## config.mk

```make
export PLATFORM = sky130hd
export DESIGN_NAME = pattern_data_generator_flat
export DESIGN_NICKNAME = d
export VERILOG_FILES = /design/src/rtl/pattern_gen_pkg.sv /design/src/rtl/pattern_data_generator_if.sv /design/src/rtl/pattern_next_value.sv /design/src/rtl/pattern_data_generator.sv /design/src/flat_wrapper.sv
export SDC_FILE = /design/constraint.sdc
export NUM_CORES = 1
export LEC_CHECK = 0
export BUFFER_PORTS_ARGS = -buffer_cell sky130_fd_sc_hd__buf_2
export CORE_ASPECT_RATIO = 0.75
export CORE_MARGIN = 10
export CORE_UTILIZATION = 43
export CTS_BUF_LIST = sky130_fd_sc_hd__clkbuf_2 sky130_fd_sc_hd__clkbuf_4 sky130_fd_sc_hd__clkbuf_8
export CTS_CLUSTER_DIAMETER = 120
export DETAILED_ROUTE_END_ITERATION = 6
export GPL_TIMING_DRIVEN = 0
export SETUP_SLACK_MARGIN = 0.05
export SYNTH_ARGS = -nofsm -noshare
export SYNTH_HDL_FRONTEND = slang
export SYNTH_SLANG_ARGS = --single-unit
export TNS_END_PERCENT = 5
```

## constraint.sdc

```tcl
create_clock -name i_clk -period 6.4 [get_ports i_clk]
set_input_delay 0.32 -clock i_clk [delete_from_list [all_inputs] [get_ports i_clk]]
set_output_delay 0.32 -clock i_clk [all_outputs]
set_load 0.02 [all_outputs]
```

## src/rtl/pattern_gen_pkg.sv

```systemverilog
// Shared definitions for the pattern data generator and its future checker.
package pattern_gen_pkg;

    typedef enum logic [1:0] {
        MODE_INC   = 2'd0,
        MODE_DEC   = 2'd1,
        MODE_LFSR  = 2'd2,
        MODE_WALK1 = 2'd3
    } mode_e;

    typedef enum logic {
        ST_IDLE = 1'b0,
        ST_RUN  = 1'b1
    } state_e;

    // x^32 + x^22 + x^2 + x + 1, Galois right-shift form
    localparam logic [31:0] DEFAULT_LFSR_POLY = 32'h8020_0003;

endpackage

```

## src/rtl/pattern_data_generator_if.sv

```systemverilog
// Valid/ready stream carrying pattern beats from the generator to the RAM write path.
interface pattern_data_generator_if #(
    parameter int unsigned DATA_W = 32
) ();
    logic              valid;
    logic              ready;
    logic [DATA_W-1:0] data;
    logic              last;

    modport master (output valid, output data, output last, input ready);
    modport slave  (input valid, input data, input last, output ready);
endinterface

```

## src/rtl/pattern_next_value.sv

```systemverilog
// Combinational successor function for every pattern mode.
module pattern_next_value
    import pattern_gen_pkg::*;
#(
    parameter int unsigned       DATA_W    = 32,
    parameter logic [DATA_W-1:0] LFSR_POLY = DATA_W'(DEFAULT_LFSR_POLY)
) (
    input  mode_e             mode,
    input  logic [DATA_W-1:0] cur_value,
    output logic [DATA_W-1:0] next_value
);

    always_comb begin
        next_value = cur_value;
        unique case (mode)
            MODE_INC:   next_value = cur_value + DATA_W'(1);
            MODE_DEC:   next_value = cur_value - DATA_W'(1);
            MODE_LFSR:  next_value = cur_value[0] ? ((cur_value >> 1) ^ LFSR_POLY)
                                                  : (cur_value >> 1);
            MODE_WALK1: next_value = {cur_value[DATA_W-2:0], cur_value[DATA_W-1]};
            default:    next_value = cur_value;
        endcase
    end

endmodule

```

## src/rtl/pattern_data_generator.sv

```systemverilog
// Burst test-data generator: BURST_LEN beats of INC/DEC/LFSR/WALK1 data per start,
// with the pattern register carried over from one burst to the next.
module pattern_data_generator
    import pattern_gen_pkg::*;
#(
    parameter int unsigned       DATA_W    = 32,
    parameter int unsigned       BURST_LEN = 64,
    parameter logic [DATA_W-1:0] LFSR_POLY = DATA_W'(DEFAULT_LFSR_POLY),
    localparam int unsigned      CNT_W     = $clog2(BURST_LEN)
) (
    input  logic                       i_clk,
    input  logic                       i_rst,
    input  logic                       i_start,
    input  logic                       i_abort,
    input  logic [1:0]                 i_mode,
    input  logic                       i_seed_load,
    input  logic [DATA_W-1:0]          i_seed,
    pattern_data_generator_if.master   stream,
    output logic [CNT_W-1:0]           o_count,
    output logic                       o_busy,
    output logic                       o_done
);

    state_e            state_q;
    mode_e             mode_q;
    logic [DATA_W-1:0] data_q;
    logic [CNT_W-1:0]  count_q;
    logic              done_q;

    logic [DATA_W-1:0] next_val;
    logic [DATA_W-1:0] seed_val;
    logic [DATA_W-1:0] start_val;
    logic              running;
    logic              xfer;
    logic              last_beat;

    pattern_next_value #(
        .DATA_W    (DATA_W),
        .LFSR_POLY (LFSR_POLY)
    ) u_next (
        .mode       (mode_q),
        .cur_value  (data_q),
        .next_value (next_val)
    );

    assign running   = (state_q == ST_RUN);
    assign xfer      = running && stream.ready;
    assign last_beat = running && (count_q == CNT_W'(BURST_LEN - 1));

    // Seed is applied before the zero-lockup fix when both happen on the start edge.
    always_comb begin
        seed_val  = i_seed_load ? i_seed : data_q;
        start_val = seed_val;
        if ((mode_e'(i_mode) inside {MODE_LFSR, MODE_WALK1}) && (seed_val == '0)) begin
            start_val = DATA_W'(1);
        end
    end

    always_ff @(posedge i_clk) begin
        if (i_rst) begin
            state_q <= ST_IDLE;
            mode_q  <= MODE_INC;
            data_q  <= '0;
            count_q <= '0;
            done_q  <= 1'b0;
        end else begin
            done_q <= 1'b0;
            unique case (state_q)
                ST_IDLE: begin
                    if (i_start) begin
                        state_q <= ST_RUN;
                        mode_q  <= mode_e'(i_mode);
                        count_q <= '0;
                        data_q  <= start_val;
                    end else if (i_seed_load) begin
                        data_q <= i_seed;
                    end
                end
                ST_RUN: begin
                    if (xfer) begin
                        data_q  <= next_val;
                        count_q <= last_beat ? '0 : count_q + CNT_W'(1);
                    end
                    // Abort wins over completion, so an aborted last beat never pulses done.
                    if (i_abort) begin
                        state_q <= ST_IDLE;
                    end else if (xfer && last_beat) begin
                        state_q <= ST_IDLE;
                        done_q  <= 1'b1;
                    end
                end
                default: state_q <= ST_IDLE;
            endcase
        end
    end

    assign stream.valid = running;
    assign stream.data  = data_q;
    assign stream.last  = last_beat;
    assign o_count      = count_q;
    assign o_busy       = running;
    assign o_done       = done_q;

endmodule

```

## src/flat_wrapper.sv

```systemverilog
// flat-port wrapper written by rule: the top's interface ports become plain ports
module pattern_data_generator_flat import pattern_gen_pkg::*;
#(
    parameter int unsigned       DATA_W    = 32,
    parameter int unsigned       BURST_LEN = 64,
    parameter logic [DATA_W-1:0] LFSR_POLY = DATA_W'(DEFAULT_LFSR_POLY),
    localparam int unsigned      CNT_W     = $clog2(BURST_LEN)
)
  (i_clk, i_rst, i_start, i_abort, i_mode, i_seed_load, i_seed, o_count, o_busy, o_done, stream_valid, stream_data, stream_last, stream_ready);
  pattern_data_generator_if #(.DATA_W(DATA_W)) stream_i ();
  input  logic i_clk;
  input  logic i_rst;
  input  logic i_start;
  input  logic i_abort;
  input  logic [1:0] i_mode;
  input  logic i_seed_load;
  input  logic [DATA_W-1:0] i_seed;
  output logic [CNT_W-1:0] o_count;
  output logic o_busy;
  output logic o_done;
  output wire logic [$bits(stream_i.valid)-1:0] stream_valid;
  output wire logic [$bits(stream_i.data)-1:0] stream_data;
  output wire logic [$bits(stream_i.last)-1:0] stream_last;
  input wire logic [$bits(stream_i.ready)-1:0] stream_ready;
  assign stream_valid = stream_i.valid;
  assign stream_data = stream_i.data;
  assign stream_last = stream_i.last;
  assign stream_i.ready = stream_ready;
  pattern_data_generator #(.DATA_W(DATA_W), .BURST_LEN(BURST_LEN), .LFSR_POLY(LFSR_POLY)) u_core (.i_clk(i_clk), .i_rst(i_rst), .i_start(i_start), .i_abort(i_abort), .i_mode(i_mode), .i_seed_load(i_seed_load), .i_seed(i_seed), .stream(stream_i), .o_count(o_count), .o_busy(o_busy), .o_done(o_done));
endmodule
```

## Word level (Yosys, flattened, before mapping)

Index checks and enable logic that the tools add are counted.
W data, S select, Z words.

- Bits in registers: 42
- Input bits: 40

- $add $sub $neg: 3
- Eq/ne operators: 8
- Multiplexer cells: 16
- Bitwise gates (word level): 2
- Reductions and logical operators: 10

Operators with widths:

| operator | number |
|---|---|
| $mux W32 | 5 |
| $pmux W32 S4 | 1 |
| $pmux W32 S2 | 1 |
| $add A32 B1 Y32 const B | 1 |
| $logic_not A32 Y1 | 1 |
| $sub A32 B1 Y32 const B | 1 |
| $mux W6 | 3 |
| $pmux W6 S2 | 1 |
| $eq A2 B2 Y1 const B | 4 |
| $add A6 B1 Y6 const B | 1 |
| $eq A6 B6 Y1 const B | 1 |
| $logic_and A1 B1 Y1 | 4 |
| $mux W1 | 4 |
| $ne A2 B2 Y1 const B | 2 |
| $not A3 Y4 | 1 |
| $reduce_and A2 Y1 | 2 |
| $reduce_or A3 Y1 | 1 |
| $eq A2 B1 Y1 const B | 1 |
| $logic_not A2 Y1 | 1 |
| $pmux W1 S2 | 1 |
| $reduce_bool A2 Y1 | 1 |
| $not A1 Y1 | 1 |

## Longest topological paths before layout

Gate-level depths: netlist of run 1.

- Depth after elaboration: 6
- Gate-level depth with buffers: 16

## By module

Synthesis of run 1 repeated with hierarchy kept, for this count alone.

- Cells, all modules: 659
- Area, all modules: 4498.1 um^2

By module, submodules not included:

| module | times used | cells an instance | area each (um^2) | seq. area each (um^2) |
|---|---|---|---|---|
| pattern_next_value | 1 | 424 | 2617.5 | 0.0 |
| pattern_data_generator | 1 | 235 | 1880.6 | 840.8 |

## Least setup slack after synthesis of run 1

Ideal clock, no wire load.

- Path kind: register to register
- Start point: reg u_core.mode_q[1]
- End point: reg u_core.data_q[28] (netlist: u_core.stream.data[28])
- Arrival time: 3.355 ns
- Required time: 6.273 ns
- Path slack: 2.918 ns
- Cell stages (with the launch flop): 17
- Period minus slack after synthesis: 3.482 ns
- Path through: dfxtp_1 nand2b_1 buf_2 buf_2 buf_1 clkbuf_1 xnor2_1 ha_1 clkbuf_1 nor2_1 a21oi_1 o221ai_2 or4_1 a21oi_1 xor2_1 o21ai_1 o21ai_1

- Word-level cells in the longest chain between the ends: 4
- Elaborated cells on any way between the ends: 7

Ends and longest elaborated chain:

| what | line | RTL |
|---|---|---|
| from (decl) | pattern_data_generator.sv:25 | `mode_e mode_q;` |
| from (signal assigned) | pattern_data_generator.sv:72 | `mode_q <= mode_e'(i_mode);` |
| $eq A2 B2 Y1 (tied with other cells) | pattern_next_value.sv:15 | `unique case (mode)` |
| $pmux W32 S4 (*) | pattern_next_value.sv:15 |  |
| $mux W32 (*) | pattern_data_generator.sv:80 | `if (xfer) begin` |
| $pmux W32 S2 (*) | pattern_data_generator.sv:68 | `unique case (state_q)` |
| to (signal assigned) | pattern_data_generator.sv:74 | `data_q <= start_val;` |
| to (signal assigned) | pattern_data_generator.sv:76 | `data_q <= i_seed;` |
| to (signal assigned) | pattern_data_generator.sv:81 | `data_q <= next_val;` |
| to (decl) | pattern_data_generator.sv:26 | `logic [DATA_W-1:0] data_q;` |

Mark *: on every way between the ends. The rest lies on a longest branch, timed or not. The select of a mux whose other input is x is not followed.
A chain may end at the register's enable or synchronous reset.

## Final worst setup path of run 1

- Start point: reg u_core.mode_q[0]
- End point: reg u_core.data_q[30] (netlist: u_core.stream.data[30])

Same word-level chain as after synthesis.

==> flow_summary.yaml, run 1 <==
worst_setup_path:
  crit_path_start_kind: "flop"
  ff2ff_path_depth: 16
  critPathSlowestCell: "clkbuf_1"
  required_ns: 6.64
  path_delay_family: "buffers and inverters"
  arrival_ns: 5.29
  critical_path_class: "reg2reg"
  worst_setup_path_end_kind: "flop"
  timing.rr.end: "u_core.stream.data[30]"
  crit_fanout: 10
  crit_buf_inv: 5
  rrSetupSlack_ns: 1.35
  crit_chain: "nand2b_1, buf_2, buf_2, buf_1, clkbuf_1, xnor2_1, ha_1, clkbuf_1, nor2_1, a21oi_1, o221ai_1, a21boi_1, o21ai_1, o22ai_1, xnor2_1, o211ai_1"
  r2r-start: "u_core.mode_q[0]"
  cpPeakStageDelay_ns: 0.65
yosys:
  avgSynthCellArea_um2: 6.78
  async_flop_share_pct: 0
  synth_flop_cell: "dfxtp_1"
  yosysTopAreaCellShare_pct: 18.4
  syn_area_mm2: 0.00458
  ys_seq_elements: 42
  synth_area_leader_cell: "dfxtp_1"
  synth_edf_count: 0
  synth_warnings: 0
  synthTopCellsByArea: "dfxtp_1 (18%), nor2_1 (5.9%), a21oi_1 (5.4%)"
  yosysSeqAreaShare_pct: 18.4
  syn-num-nets: 717
  synth_cells: 675
  ys_types: 72
routing:
  ant_nets: 0
  viasPerCell: 6.94
  drc: 0
  dr.pass1.iters: 6
  initialDrtViolationCount: 1133
  drt_wl_total_um: 23700
  via_count: 6236
  wire_per_inst_um: 26.3
die:
  die_h_um: 109
  start_util_pct: 44.3
  core_area_mm2: 0.0103
  rows: 32
  boundaryPins: 82
  die_x_um: 139
  dieArea_mm2: 0.0152
power_and_ir_drop:
  power_density_mw_per_mm2: 176
  p_leak_nw: 1.99
  p_total_mw: 0.924
  ir_worst_vdd_mv: 0.0845
global_route:
  gr-total-overflow: 0
  track_usage_pct: 29.1
  antenna_found_initial: 0
  grt_pass1_vias: 5783
  grt_pass1_wl_um: 34700
  grt_max_degree: 13
layout:
  layout.nets: 804
  layout-drive-gt1-share_pct: 16.5
  multi_input_area_mm2: 0.00339
  register_area_um2: 841
  layout_common_cells: "buf_2 (100), nor2_1 (72), nand2_1 (61)"
  syn2layout_area_growth_pct: 14.5
  n_antenna_cell: 0
  fillers: 1114
  final_common_cell: "buf_2"
  stdcell_count: 899
clock_network:
  cts_made_buffers: 5
  hold_buffers: 0
  htree_num_levels: 2
  cts_setup_buffers: 0
  cts.sinks: 42
  worstSkewPairLatency_ns: 0.32
  clkTransAtPathRegs_ns: 0.09
  cts_root_buf: "clkbuf_8"
  cts_tree: "built"
  clk_path_buf_depth: 2
  ctsResizeCount: 0
sta:
  fmax_mhz: 198
  period_share_pct: 78.9
  max_slew.worst_pin.slew_ns: 1.05
  finalSetupViolCount: 0
  finalCriticalPeriod_ns: 5.05
  rsz0062_at_grt: "false"
  final.setup.tns_ns: 0
  hold_violations: 0
  slew_violations: 0
  fin_worst_skew_ns: 0.0109
  slew_headroom_pct: 29.9
placed_design:
  placed_cells: 891
  hpwlAfterDp_um: 17500
  portBuffers: 80
  gp_congestion: 1.09
job:
  cap_violations: 0
min_path:
  min_from: "i_abort"
  hold_end: "u_core.o_done"
  min_path_type: "in2reg"
  hold_depth: 2
status:
  status: "finished clean"
==> state kept, by name, summed over array words and instances (netlist names) <==
name	flops
u_core.o_busy	1
u_core.o_done	1
u_core.stream.data	32
u_core.o_count	6
u_core.mode_q	2
==> through the flow <==
| stage | setup slack (ns) | area, µm² | util, % | hold WS, ns |
|---|---|---|---|---|
| after floorplan | 2.92 | 4580 | - | 0.399 |
| after global placement | 1.60 | 5150 | 49.8 | 0.499 |
| after detailed placement | 1.64 | 5150 | 49.8 | 0.510 |
| after CTS | 1.60 | 5240 | 50.8 | 0.171 |
| after global routing | 1.29 | 5240 | 50.8 | 0.180 |
| final | 1.35 | 5240 | 50.8 | 0.171 |
==> cell type report <==
type	instances	share of cell area, %
multi-input combinational	549	64.7
tap	136	3.25
inverter	12	0.859
clock buffer	7	1.72
sequential	42	16.0
timing repair buffer	80	7.64
buffer	72	5.70
clock inverter	1	0.0954
==> routing by layer <==
metal  share of wire [%]  global-route usage, %
met1                  39                   37.4
met2                  39                   41.7
met3                  15                   11.0
met4                 5.7                   15.2
met5                   0                      0
==> cell families (layout without fill, tap and decap cells) <==
group	after synthesis	count (layout)	share of synthesized area (%)
mux	25	25	5.58
buf+inv	84	172	7.52
fa+ha+maj	2	2	0.547
simple gates	273	273	29.7
compound gates	214	214	31.6
flops	42	42	18.4
xor+xnor	35	35	6.70
==> where the power goes <==
part / internal, mW / switching (mW) / leakage, nW
registers: 0.278 / 0.0224 / 0.344
logic: 0.134 / 0.289 / 1.60
clock network: 0.0917 / 0.109 / 0.0517
total: 0.503 / 0.420 / 1.99
==> cells in the mapped netlist, drive strengths merged, types with 10 or more instances <==
| cell type | instances |
|---|---|
| a21oi | 49 |
| a22oi | 25 |
| a31oi | 11 |
| and3 | 12 |
| buf | 29 |
| clkbuf | 43 |
| dfxtp | 42 |
| inv | 12 |
| mux2i | 21 |
| nand2 | 61 |
| nand3 | 25 |
| nand4 | 10 |
| nor2 | 72 |
| nor3 | 33 |
| nor4 | 20 |
| o21ai | 43 |
| o22ai | 13 |
| xnor2 | 22 |
| xor2 | 13 |
==> worst max-delay path by stage <==
stage | start | endpoint | slack (ns) | cells past startpoint
finish | u_core.mode_q[0] | u_core.stream.data[30] | 1.35 | 16
CTS | u_core.mode_q[0] | u_core.stream.data[28] | 1.60 | 16
global route | u_core.mode_q[0] | u_core.stream.data[28] | 1.29 | 16
detailed placement | u_core.mode_q[0] | u_core.stream.data[28] | 1.64 | 16
floorplan | u_core.mode_q[1] | u_core.stream.data[28] | 2.92 | 16
global placement | u_core.mode_q[0] | u_core.stream.data[28] | 1.60 | 16
Power figures use the tool's default switching activity.
==> inputs of run 2 (changes only) <==
Settings changed: PLACE_DENSITY from default to 0.67.
Clock period 6.4 ns to 4.2 ns, I/O delays scaled along.
==> run 2 against run 1 <==
  * Clock power increased by 63%
  * Sequential share of layout area decreased by 0.095 points
  * Critical path depth decreased by 1
  * Die area unchanged
  * Routed wire length increased by 4.5%
  * Critical path type unchanged
  * Largest power group unchanged
==> flow_summary.yaml, run 2 (synthesis results as in run 1) <==
status:
  status: "finished clean"
layout:
  largest_reg_flops: 32
  layout.nets: 803
  layout-drive-gt1-share_pct: 17.1
  fillers: 1122
  n_antenna_cell: 0
  syn2layout_area_growth_pct: 15.2
  layout_common_cells: "buf_2 (99), nor2_1 (72), nand2_1 (61)"
  final_common_cell: "buf_2"
sta:
  final.setup.tns_ns: 0
  period_share_pct: 96.5
  slew_headroom_pct: 8.15
  hold_violations: 0
  rsz0062_at_grt: "true"
  timing.final.ws_setup_ns: 0.148
  finalCriticalPeriod_ns: 4.05
  fin_worst_skew_ns: 0.0168
  max_slew.worst_pin.slew_ns: 1.37
  slew_violations: 0
  whs_ns: 0.0374
  finalSetupViolCount: 0
  fmax_mhz: 247
clock_network:
  clkTransAtPathRegs_ns: 0.11
  cts_tree: "built"
  worstSkewPairLatency_ns: 0.34
  cts_root_buf: "clkbuf_8"
  clk_path_buf_depth: 2
  cts_made_buffers: 5
  cts.sinks: 42
  htree_num_levels: 2
  cts_setup_buffers: 0
power_and_ir_drop:
  power_density_mw_per_mm2: 273
  p_leak_nw: 2.01
  ir_worst_vdd_mv: 0.124
  p_total_mw: 1.44
placed_design:
  hpwlAfterDp_um: 18200
  dpl_worst_slack_ns: -0.799
  portBuffers: 80
  gp_congestion: 1.04
worst_setup_path:
  critical_path_class: "reg2reg"
  required_ns: 4.39
  crit_path_start_kind: "flop"
  worst_setup_path_end_kind: "flop"
  crit_fanout: 19
  arrival_ns: 4.24
global_route:
  gr-total-overflow: 0
  track_usage_pct: 30.5
  grt_max_degree: 20
  antenna_found_initial: 0
  grt_pass1_wl_um: 36000
  grt_pass1_vias: 5687
die:
  dieArea_mm2: 0.0152
  start_util_pct: 44.3
  boundaryPins: 82
  core_area_mm2: 0.0103
  die_h_um: 109
  rows: 32
  die_x_um: 139
routing:
  ant_nets: 0
  initialDrtViolationCount: 1129
  via_count: 6363
  drt_wl_total_um: 24700
  dr.pass1.iters: 6
  wire_per_inst_um: 27.6
  drc: 0
  viasPerCell: 7.09
job:
  cap_violations: 0
min_path:
  min_path_type: "in2reg"
-- run 2: critical path, cell delays in order, from the launching register on --
cell and delay [ns]:
dfxtp_1 0.45, nand2b_1 0.12, buf_2 0.28, buf_6 0.27
clkbuf_4 0.32, xnor2_1 0.15, ha_1 0.16, clkbuf_1 0.27
nor2_1 0.13, a21oi_2 0.30, o221ai_4 0.25, or4_1 0.55
a21oi_1 0.30, xor2_1 0.11, o21ai_1 0.14, o21ai_1 0.07
-- run 2: power by group --
part	switching (mW)	internal, mW
logic	0.446	0.205
clock network	0.205	0.121
registers	0.0373	0.424
-- run 2: per-stage QoR --
stage          cell area [µm²]  std cells  utilization (%)
6_report                  5280        898             51.1
2_1_floorplan             4580        675                -
5_1_grt                   5280        898             51.1
3_3_place_gp              5150        891             49.8
3_5_place_dp              5150        891             49.8
4_1_cts                   5250        898             50.8
-- run 2: worst paths after layout --
check | from | to | slack (ns) | cells after the start
hold / removal | i_abort | u_core.o_done | 0.04 | 2
setup reg to reg | u_core.mode_q[0] | u_core.stream.data[28] | 0.15 | 15
hold reg to reg | u_core.o_count[4] | u_core.o_count[4] | 0.54 | 2
setup / recovery | u_core.mode_q[0] | u_core.stream.data[28] | 0.15 | 15
-- run 2: cell type report --
| class | count | area, µm² | share of cell area [%] |
|---|---|---|---|
| clock buffer | 5 | 68.8 | 1.30 |
| sequential | 42 | 841 | 15.9 |
| clock inverter | 3 | 25.0 | 0.474 |
| inverter | 12 | 45.0 | 0.854 |
| multi-input combinational | 549 | 3420 | 64.8 |
| buffer | 71 | 305 | 5.79 |
| timing repair buffer | 80 | 400 | 7.59 |
| tap | 136 | 170 | 3.23 |
-- run 2: repair_timing --
| action | 4_1_cts | 5_1_grt |
|---|---|---|
| setup endpoints to repair | 13 | 2 |
| hold buffers | 0 | 0 |
| cloned | 0 | 0 |
| resized for setup | 3 | 5 |
| hold endpoints to repair | 0 | 0 |
-- run 2: per-layer routing --
layer	track usage (%)	vias up	routed length (µm)
li1	-	2712	-
met1	42.1	2975	10100
met2	45.1	589	10100
met3	7.41	87	3450
met4	11.5	0	1020
met5	0	-	0
==> inputs of run 3 (changes only) <==
Settings changed: CORE_UTILIZATION 43 to 51, PLACE_DENSITY 0.67 to 0.74.
Clock period 4.2 ns to 4 ns, I/O delays scaled along.
==> run 3 against run 2 <==
  * The flow now finishes with violations (DRC)
  * Combinational power rose by 5.1%
  * First-iteration DRC count rose by 39%
  * Critical path type unchanged
  * Critical endpoint unchanged
  * Cell count down 3.1%
  * Largest power group unchanged
  * Design area up 0.14%
  * Die area shrank 13%
  * Clock skew down 0.0090 ns
  * Maximum frequency up 5.2%
  * Largest cell class unchanged
  * Setup slack better by 0.0019 ns
==> flow_summary.yaml, run 3 (synthesis results as in run 1) <==
status:
  status: "complete, but fails checks"
  violations: "DRC"
power_and_ir_drop:
  switching_share_pct: 44.1
  p_leak_nw: 2.03
  p_comb_share_pct: 44.3
  p_total_mw: 1.54
  p_int_mw: 0.862
  clkPwrFrac_pct: 24.5
  seqPwrFrac_pct: 31.1
  ir_worst_vdd_mv: 0.153
  netSwitchingPower_mw: 0.681
  power_density_mw_per_mm2: 292
worst_setup_path:
  r2r-start: "u_core.mode_q[0]"
  rrSetupSlack_ns: 0.15
  worst_setup_path_end_kind: "flop"
  timing.rr.end: "u_core.stream.data[28]"
  crit_path_start_kind: "flop"
  crit_fanout: 19
  critical_path_class: "reg2reg"
  critPathSlowestCell: "or4_1"
  crit_chain: "nand2b_1, buf_2, buf_6, clkbuf_4, xnor2_1, ha_1, nand3_1, o22ai_2, o221ai_4, or4_1, a21oi_1, xor2_1, o21ai_1, o21ai_1"
  cpPeakStageDelay_ns: 0.55
  arrival_ns: 4.05
  crit_buf_inv: 3
  required_ns: 4.20
  ff2ff_path_depth: 14
  cpMostUsedCell: "o21ai_1"
  path_delay_family: "simple AND/OR/NAND/NOR gates"
  cp.depth: 14
clock_network:
  hold_buffers: 0
  cts.sinks: 42
  cts_tree: "built"
  clk_path_buf_depth: 2
  cts_made_buffers: 5
  clkTransAtPathRegs_ns: 0.09
  htree_num_levels: 2
  cts_root_buf: "clkbuf_8"
  worstSkewPairLatency_ns: 0.32
placed_design:
  gp_congestion: 1.13
  portBuffers: 80
  hpwlAfterDp_um: 17200
die:
  die_x_um: 129
  rows: 29
  dieArea_mm2: 0.0132
  die_h_um: 102
  start_util_pct: 53.2
  boundaryPins: 82
  core_area_mm2: 0.00860
sta:
  slew_headroom_pct: 17.1
  max_slew.worst_pin.slew_ns: 1.23
  final.setup.tns_ns: 0
  finalCriticalPeriod_ns: 3.85
  fin_worst_skew_ns: 0.00784
  fmax_mhz: 260
  rsz0062_at_grt: "false"
  hold_violations: 0
  period_share_pct: 96.3
  finalSetupViolCount: 0
  slew_violations: 0
global_route:
  gr-total-overflow: 0
  grt_pass1_wl_um: 33900
  grt_pass1_vias: 5771
  antenna_found_initial: 0
  track_usage_pct: 33.4
  grt_max_degree: 20
layout:
  largest_reg_flops: 32
  layout.nets: 804
  fillers: 837
  final_common_cell: "buf_2"
  syn2layout_area_growth_pct: 15.4
  layout_common_cells: "buf_2 (99), nor2_1 (71), nand2_1 (61)"
  layout-drive-gt1-share_pct: 17.6
  n_antenna_cell: 0
routing:
  dr.pass1.iters: 7
  ant_nets: 0
  wire_per_inst_um: 26.6
  drc: 1
  viasPerCell: 7.40
  drt_wl_total_um: 23100
  initialDrtViolationCount: 1572
  via_count: 6435
min_path:
  hold_end: "u_core.o_done"
  min_path_type: "in2reg"
  min_from: "i_abort"
  hold_depth: 2
job:
  cap_violations: 0
run 3: worst max path at each step:
stage / start / endpoint
floorplan: u_core.mode_q[1] / u_core.stream.data[28]
global placement: u_core.mode_q[0] / u_core.stream.data[28]
detailed placement: u_core.mode_q[0] / u_core.stream.data[28]
CTS: u_core.mode_q[0] / u_core.stream.data[28]
global route: u_core.mode_q[0] / u_core.stream.data[28]
finish: u_core.mode_q[0] / u_core.stream.data[28]
run 3: worst register-to-register path, stage by stage, from the launching register on:
cell and delay, ns:
dfxtp_1 0.43, nand2b_1 0.14, buf_2 0.29, buf_6 0.27, clkbuf_4 0.32, xnor2_1 0.16, ha_1 0.33, nand3_1 0.24
o22ai_2 0.27, o221ai_4 0.22, or4_1 0.56, a21oi_1 0.22, xor2_1 0.09, o21ai_1 0.12, o21ai_1 0.07
run 3: cell type report:
type	count	area, µm²	area share [%]
Sequential cell	42	841	15.9
Clock inverter	1	30.0	0.568
Tap cell	108	135	2.56
Inverter	12	45.0	0.853
Buffer	70	302	5.71
Clock buffer	6	82.6	1.56
Timing Repair Buffer	82	415	7.86
Multi-Input combinational cell	549	3430	65.0
run 3: power groups by stage:
stage               clock, mW  sequential (mW)  combinational (mW)
floorplan                   0            0.508               0.397
global placement            0            0.486               0.635
detailed placement          0            0.487               0.638
CTS                     0.376            0.477               0.641
global route            0.392            0.482               0.714
finish                  0.379            0.480               0.684
run 3: layer usage:
| layer | share of wire, % | global-route usage (%) | vias to the layer above |
|---|---|---|---|
| li1 | - | - | 2708 |
| met1 | 37 | 43.3 | 2901 |
| met2 | 40 | 48.4 | 699 |
| met3 | 18 | 12.2 | 127 |
| met4 | 5.5 | 15.3 | 0 |
| met5 | 0 | 0 | - |
run 3: stage by stage:
stage          hold slack, ns  cell area [µm²]  std cells  setup slack [ns]  util, %
2_1_floorplan           0.279             4580        675             0.518        -
3_3_place_gp            0.380             5110        863            -0.773     59.5
3_5_place_dp            0.386             5110        863            -0.858     59.5
4_1_cts                0.0558             5230        869            0.0865     60.8
5_1_grt                0.0813             5280        870            0.0311     61.4
6_report               0.0471             5280        870             0.150     61.4
run 3: repair_timing:
action | CTS | global route
buffers inserted | 0 | 2
resized for setup | 4 | 7
pin swaps | 0 | 1
endpoints found under the setup margin | 14 | 7
